`config.mk`:
```
export PLATFORM = sky130hd
export DESIGN_NAME = weight_bram_seq_ctrl
export DESIGN_NICKNAME = d
export VERILOG_FILES = /design/src/rtl/weight_bram_seq_ctrl.sv
export SDC_FILE = /design/constraint.sdc
export NUM_CORES = 1
export LEC_CHECK = 0
export BUFFER_PORTS_ARGS = -buffer_cell sky130_fd_sc_hd__buf_2
export CORE_ASPECT_RATIO = 1.4
export CORE_MARGIN = 5
export CORE_UTILIZATION = 51
export DETAILED_ROUTE_END_ITERATION = 6
export PLACE_DENSITY_LB_ADDON = 0.2
export SLEW_MARGIN = 40
export SYNTH_ARGS = -nofsm -noshare
export SYNTH_HDL_FRONTEND = slang
export SYNTH_SLANG_ARGS = --single-unit
```
`constraint.sdc`:
```
create_clock -name CLK -period 2.5 [get_ports CLK]
set_input_delay 0.25 -clock CLK [delete_from_list [all_inputs] [get_ports CLK]]
set_output_delay 0.25 -clock CLK [all_outputs]
set_load 0.005 [all_outputs]
```
`src/rtl/weight_bram_seq_ctrl.sv`:
```
// Weight BRAM sequencer: streams DEPTH words to a MAC over valid/ready and shares the BRAM port with a load port.
// Optional WSEQ_BOUNDS_CHECK_EN drops out-of-range loads and raises a sticky LD_ERR.
module weight_bram_seq_ctrl #(
  parameter int DEPTH = 28,
  parameter int AW    = 5,
  parameter int DW    = 16
) (
  input  logic          CLK,
  input  logic          RST,
  input  logic          START,
  output logic          BUSY,
  output logic          DONE,
  output logic [DW-1:0] W_DATA,
  output logic          W_VALID,
  output logic          W_LAST,
  input  logic          W_READY,
  input  logic          LD_VALID,
  output logic          LD_READY,
  input  logic [AW-1:0] LD_ADDR,
  input  logic [DW-1:0] LD_DATA,
  output logic [AW-1:0] BRAM_ADDR,
  output logic [DW-1:0] BRAM_DI,
  output logic          BRAM_EN,
  output logic          BRAM_WE,
  input  logic [DW-1:0] BRAM_DO
`ifdef WSEQ_BOUNDS_CHECK_EN
  ,
  output logic          LD_ERR
`endif
);

  localparam logic [AW-1:0] LAST_ADDR = AW'(DEPTH - 1);

  typedef enum logic [1:0] {IDLE, READ, DRAIN} state_t;

  state_t        r_state, w_state_nxt;
  logic [AW-1:0] r_rd_cnt;
  logic          r_infl;
  logic          r_done;
  logic [DW-1:0] r_w_data;
  logic          r_w_valid;
  logic          r_w_last;
  logic [AW-1:0] r_bram_addr;
  logic [DW-1:0] r_bram_di;
  logic          r_bram_en;
  logic          r_bram_we;

  logic w_slot_free;
  logic w_issue;
  logic w_ld_acc;
  logic w_ld_wr;
  logic w_done_nxt;

  assign w_slot_free = !r_w_valid || W_READY;

`ifdef WSEQ_BOUNDS_CHECK_EN
  logic r_ld_err;
  logic w_oob;
  assign w_oob   = {{(32-AW){1'b0}}, LD_ADDR} >= 32'(DEPTH);
  assign w_ld_wr = w_ld_acc && !w_oob;
  assign LD_ERR  = r_ld_err;
`else
  assign w_ld_wr = w_ld_acc;
`endif

  always_comb begin
    w_state_nxt = r_state;
    w_issue     = 1'b0;
    w_ld_acc    = 1'b0;
    w_done_nxt  = 1'b0;
    case (r_state)
      IDLE: begin
        if (START)         w_state_nxt = READ;
        else if (LD_VALID) w_ld_acc    = 1'b1;
      end
      READ: begin
        // A stalled in-flight word keeps BRAM_DO valid as long as no new read is issued.
        w_issue = w_slot_free;
        if (w_issue && r_rd_cnt == LAST_ADDR) w_state_nxt = DRAIN;
      end
      DRAIN: begin
        if (r_w_valid && W_READY && r_w_last) begin
          w_done_nxt  = 1'b1;
          w_state_nxt = IDLE;
        end
      end
      default: w_state_nxt = IDLE;
    endcase
  end

  always_ff @(posedge CLK) begin
    if (RST) begin
      r_state     <= IDLE;
      r_rd_cnt    <= '0;
      r_infl      <= 1'b0;
      r_done      <= 1'b0;
      r_w_data    <= '0;
      r_w_valid   <= 1'b0;
      r_w_last    <= 1'b0;
      r_bram_addr <= '0;
      r_bram_di   <= '0;
      r_bram_en   <= 1'b0;
      r_bram_we   <= 1'b0;
`ifdef WSEQ_BOUNDS_CHECK_EN
      r_ld_err    <= 1'b0;
`endif
    end else begin
      r_state   <= w_state_nxt;
      r_done    <= w_done_nxt;
      r_infl    <= w_issue || (r_infl && !w_slot_free);
      r_bram_en <= w_issue || w_ld_wr;
      r_bram_we <= w_ld_wr;

      if (r_state == IDLE && START)             r_rd_cnt <= '0;
      else if (w_issue && r_rd_cnt != LAST_ADDR) r_rd_cnt <= r_rd_cnt + 1'b1;

      if (w_issue) begin
        r_bram_addr <= r_rd_cnt;
      end else if (w_ld_wr) begin
        r_bram_addr <= LD_ADDR;
        r_bram_di   <= LD_DATA;
      end

      if (r_infl && w_slot_free) begin
        r_w_data  <= BRAM_DO;
        r_w_valid <= 1'b1;
        r_w_last  <= (r_bram_addr == LAST_ADDR);
      end else if (W_READY) begin
        r_w_valid <= 1'b0;
        r_w_last  <= 1'b0;
      end
`ifdef WSEQ_BOUNDS_CHECK_EN
      if (w_ld_acc && w_oob) r_ld_err <= 1'b1;
`endif
    end
  end

  assign BUSY      = (r_state != IDLE);
  assign LD_READY  = (r_state == IDLE) && !START;
  assign DONE      = r_done;
  assign W_DATA    = r_w_data;
  assign W_VALID   = r_w_valid;
  assign W_LAST    = r_w_last;
  assign BRAM_ADDR = r_bram_addr;
  assign BRAM_DI   = r_bram_di;
  assign BRAM_EN   = r_bram_en;
  assign BRAM_WE   = r_bram_we;

endmodule

```
==> qor.yml <==
outcome: "completed"
total_die_area_mm2: 0.005418
drt-initial-drc-count: 154
synthesis.nets: 280
port_buffers: 85
via_per_inst: 5.499
initial_antenna_violation_count: 0
tritoncts: "built"
routabilityCongestion: 0.6927
layout_worst_path_cycle_share_pct: 68.40
dpl.hpwl_um: 3465
antenna-diode-count: 0
synth.mux.area_fraction_pct: 1.461
synthAdderAreaFrac_pct: 0.6086
pwr_density_cell_mw_per_mm2: 655.7
setup-tns-final_ns: 0
wire_length_of_the_first_global_routing_pass_um: 8314
synthesis.area_mm2: 0.002056
worst_clock_skew_ns: 0.005581
max_freq_mhz: 584.8
slew_violations: 0
post-cts-setup-buffer-count: 0
tightestPinTransition_ns: 0.5302
seq_area_frac_synth_pct: 48.69
synthFlopType: "dfxtp_1"
cts-root-buf: "clkbuf_8"
cp_data_required_time_ns: 2.67
rsz_0062_raised_after_global_routing: "no"
endpoint: "BRAM_ADDR[2]"
most_common_cell_after_layout_fill_and_taps_aside: "buf_2"
drc: 0
yosysUniqueCellTypes: 33
maxCapViolCount: 0
crit_slowest_cell: "or4b_1"
floorplan.initialDensity_pct: 52.46
first_pass_iters: 4
cts_repair_resize_count: 0
synth_xor_xnor_area_share_pct: 0
slew_headroom_pct: 64.49
ant_nets: 0
rrSetupSlack_ns: 0.79
clk_transition_reported_paths_ns: 0.09
std_cell_rows: 27
ctsHoldBuffers: 0
synthesis.instances: 237
cp_data_arrival_time_ns: 1.88
synth_top_family_by_area: "simple AND/OR/NAND/NOR gates"
timing_hold_violations_final: 0
clock_insertion_delay_worst_skew_ns: 0.30
grt_start_max_net_pins: 53
most-common-layout-cells: "84 x buf_2, 50 x dfxtp_1, 43 x a21oi_1"
layout_min_cycle_time_ns: 1.710
worst-path-max-fanout: 14
synth_compound_gate_area_share_pct: 20.33
synthesis.area_per_instance_um2: 8.674
endpoint_kind: "register"
area_of_the_core_region_mm2: 0.003919
reg2reg_to: "BRAM_ADDR[2]"
post-route-util_pct: 66.54
synth_edf_count: 0
max-vdd-ir-drop_mv: 0.6655
synth_simple_gate_area_share_pct: 22.52
ys_ff_latch: 50
leakagePower_nw: 1.127
cts-root-to-sink-buffers: 2
route.detailed.wl_per_inst_um: 14.20
grt-ovfl-total: 0
crit_path_cell_trace: "or4b_1, buf_8, o211ai_1, a21oi_1"
critPathMaxStageDelay_ns: 0.76
filler_cell_count: 343
setup_viol_count_final: 0
pin_count: 86
chipWidth_um: 63.66
hold_class: "primary input to register"
setup.worst_path.start_class: "register"
grt_pass1_vias: 1824
cts_inserted_buffers: 5
fp.dieH_um: 85.12
worstReg2RegStart: "r_state[0]"
routed_via_count: 1941
startpoint: "r_state[0]"
design.final.nets: 352
synth-async-reset-ratio_pct: 0
total_routed_wirelength_um: 5013
area_growth_from_synthesis_to_layout_pct: 26.84
cts_num_sinks: 50
post_route_cells_drive_above_1_share_pct: 34.52
timing.reg2reg.worst_path_depth: 4
critical_path_class: "register to register"
clock_tree.htree_level_count: 2
yosys_warnings: 0
gr-usage-all-layers_pct: 18.40
==> layout make-up <==
type	instances	area, um2	area share, %
Sequential cell	50	1001	38.39
Tap cell	43	53.80	2.063
Multi-Input combinational cell	161	937.1	35.94
Inverter	2	7.507	0.2879
Clock buffer	6	82.58	3.167
Timing Repair Buffer	89	465.4	17.85
Clock inverter	2	60.06	2.303
==> registers in the layout, summed over array words and instances, names as in the netlist, named ones only <==
name / flops
r_state: 2
BRAM_DI: 16
BRAM_EN: 1
BRAM_WE: 1
W_VALID: 1
DONE: 1
r_rd_cnt: 5
W_LAST: 1
BRAM_ADDR: 5
W_DATA: 16
==> layer usage <==
layer  wire length (um)  GRT usage [%]
met1               2013          21.90
met2               2516          31.33
met3                426          6.490
met4                 56          4.537
met5                  0              0
==> report_power, final <==
| group | switching (mW) | internal [mW] |
|---|---|---|
| Combinational | 0.0947 | 0.0789 |
| Sequential | 0.0176 | 0.827 |
| Clock | 0.265 | 0.427 |
| Total | 0.377 | 1.33 |
==> worst min path at each step <==
stage                            from     endpoint  cells after the start
final                      LD_DATA[5]   BRAM_DI[5]                      3
after CTS                  LD_DATA[5]   BRAM_DI[5]                      3
after global routing      LD_DATA[11]  BRAM_DI[11]                      3
after detailed placement   BRAM_DI[5]   BRAM_DI[5]                      2
after floorplan            LD_DATA[0]   BRAM_DI[0]                      2
after global placement    BRAM_DI[10]  BRAM_DI[10]                      2
==> Yosys cell counts, drive strengths merged, types with 2 or more instances <==
library cell / n / area, um2
dfxtp: 50 / 1001
a21oi: 44 / 224.0
nand2: 36 / 135.1
nand3: 18 / 90.09
o21ai: 16 / 80.08
buf: 13 / 81.33
clkbuf: 11 / 42.54
o211ai: 6 / 55.05
a32oi: 5 / 43.79
nor4b: 5 / 56.31
nand3b: 4 / 30.03
or3b: 4 / 35.04
mux2i: 3 / 30.03
nand2b: 3 / 18.77
nor2: 3 / 11.26
and4b: 2 / 20.02
inv: 2 / 7.510
nor2b: 2 / 12.51
o31ai: 2 / 15.01
or4b: 2 / 20.02
==> kinds of logic after synthesis <==
family,after synthesis
and+or+nand+nor,84
AOI/OAI and AO/OA,73
DFF,50
buffers and inverters,26
muxes,3
adders and majority gates,1
==> worst max-delay path, delay by kind of cell (launching register included) <==
kind                   cells  cell delay, ns
and+or+nand+nor            1            0.76
DFF                        1            0.41
buffers and inverters      1            0.24
AOI/OAI and AO/OA          2            0.18
==> through the flow <==
| step | instance area (um2) | power, mW | worst slack, ns | instances | hold WS, ns |
|---|---|---|---|---|---|
| after floorplan | 2056 | 0.9596 | 0.9855 | 237 | 0.3860 |
| after global placement | 2445 | 1.032 | 0.6791 | 344 | 0.4413 |
| after detailed placement | 2450 | 1.036 | 0.6730 | 344 | 0.4463 |
| after CTS | 2592 | 1.721 | 0.6621 | 352 | 0.1689 |
| after global routing | 2608 | 1.792 | 0.7042 | 353 | 0.1654 |
| final | 2608 | 1.710 | 0.7901 | 353 | 0.1766 |
(Power assumes the default switching activity.)
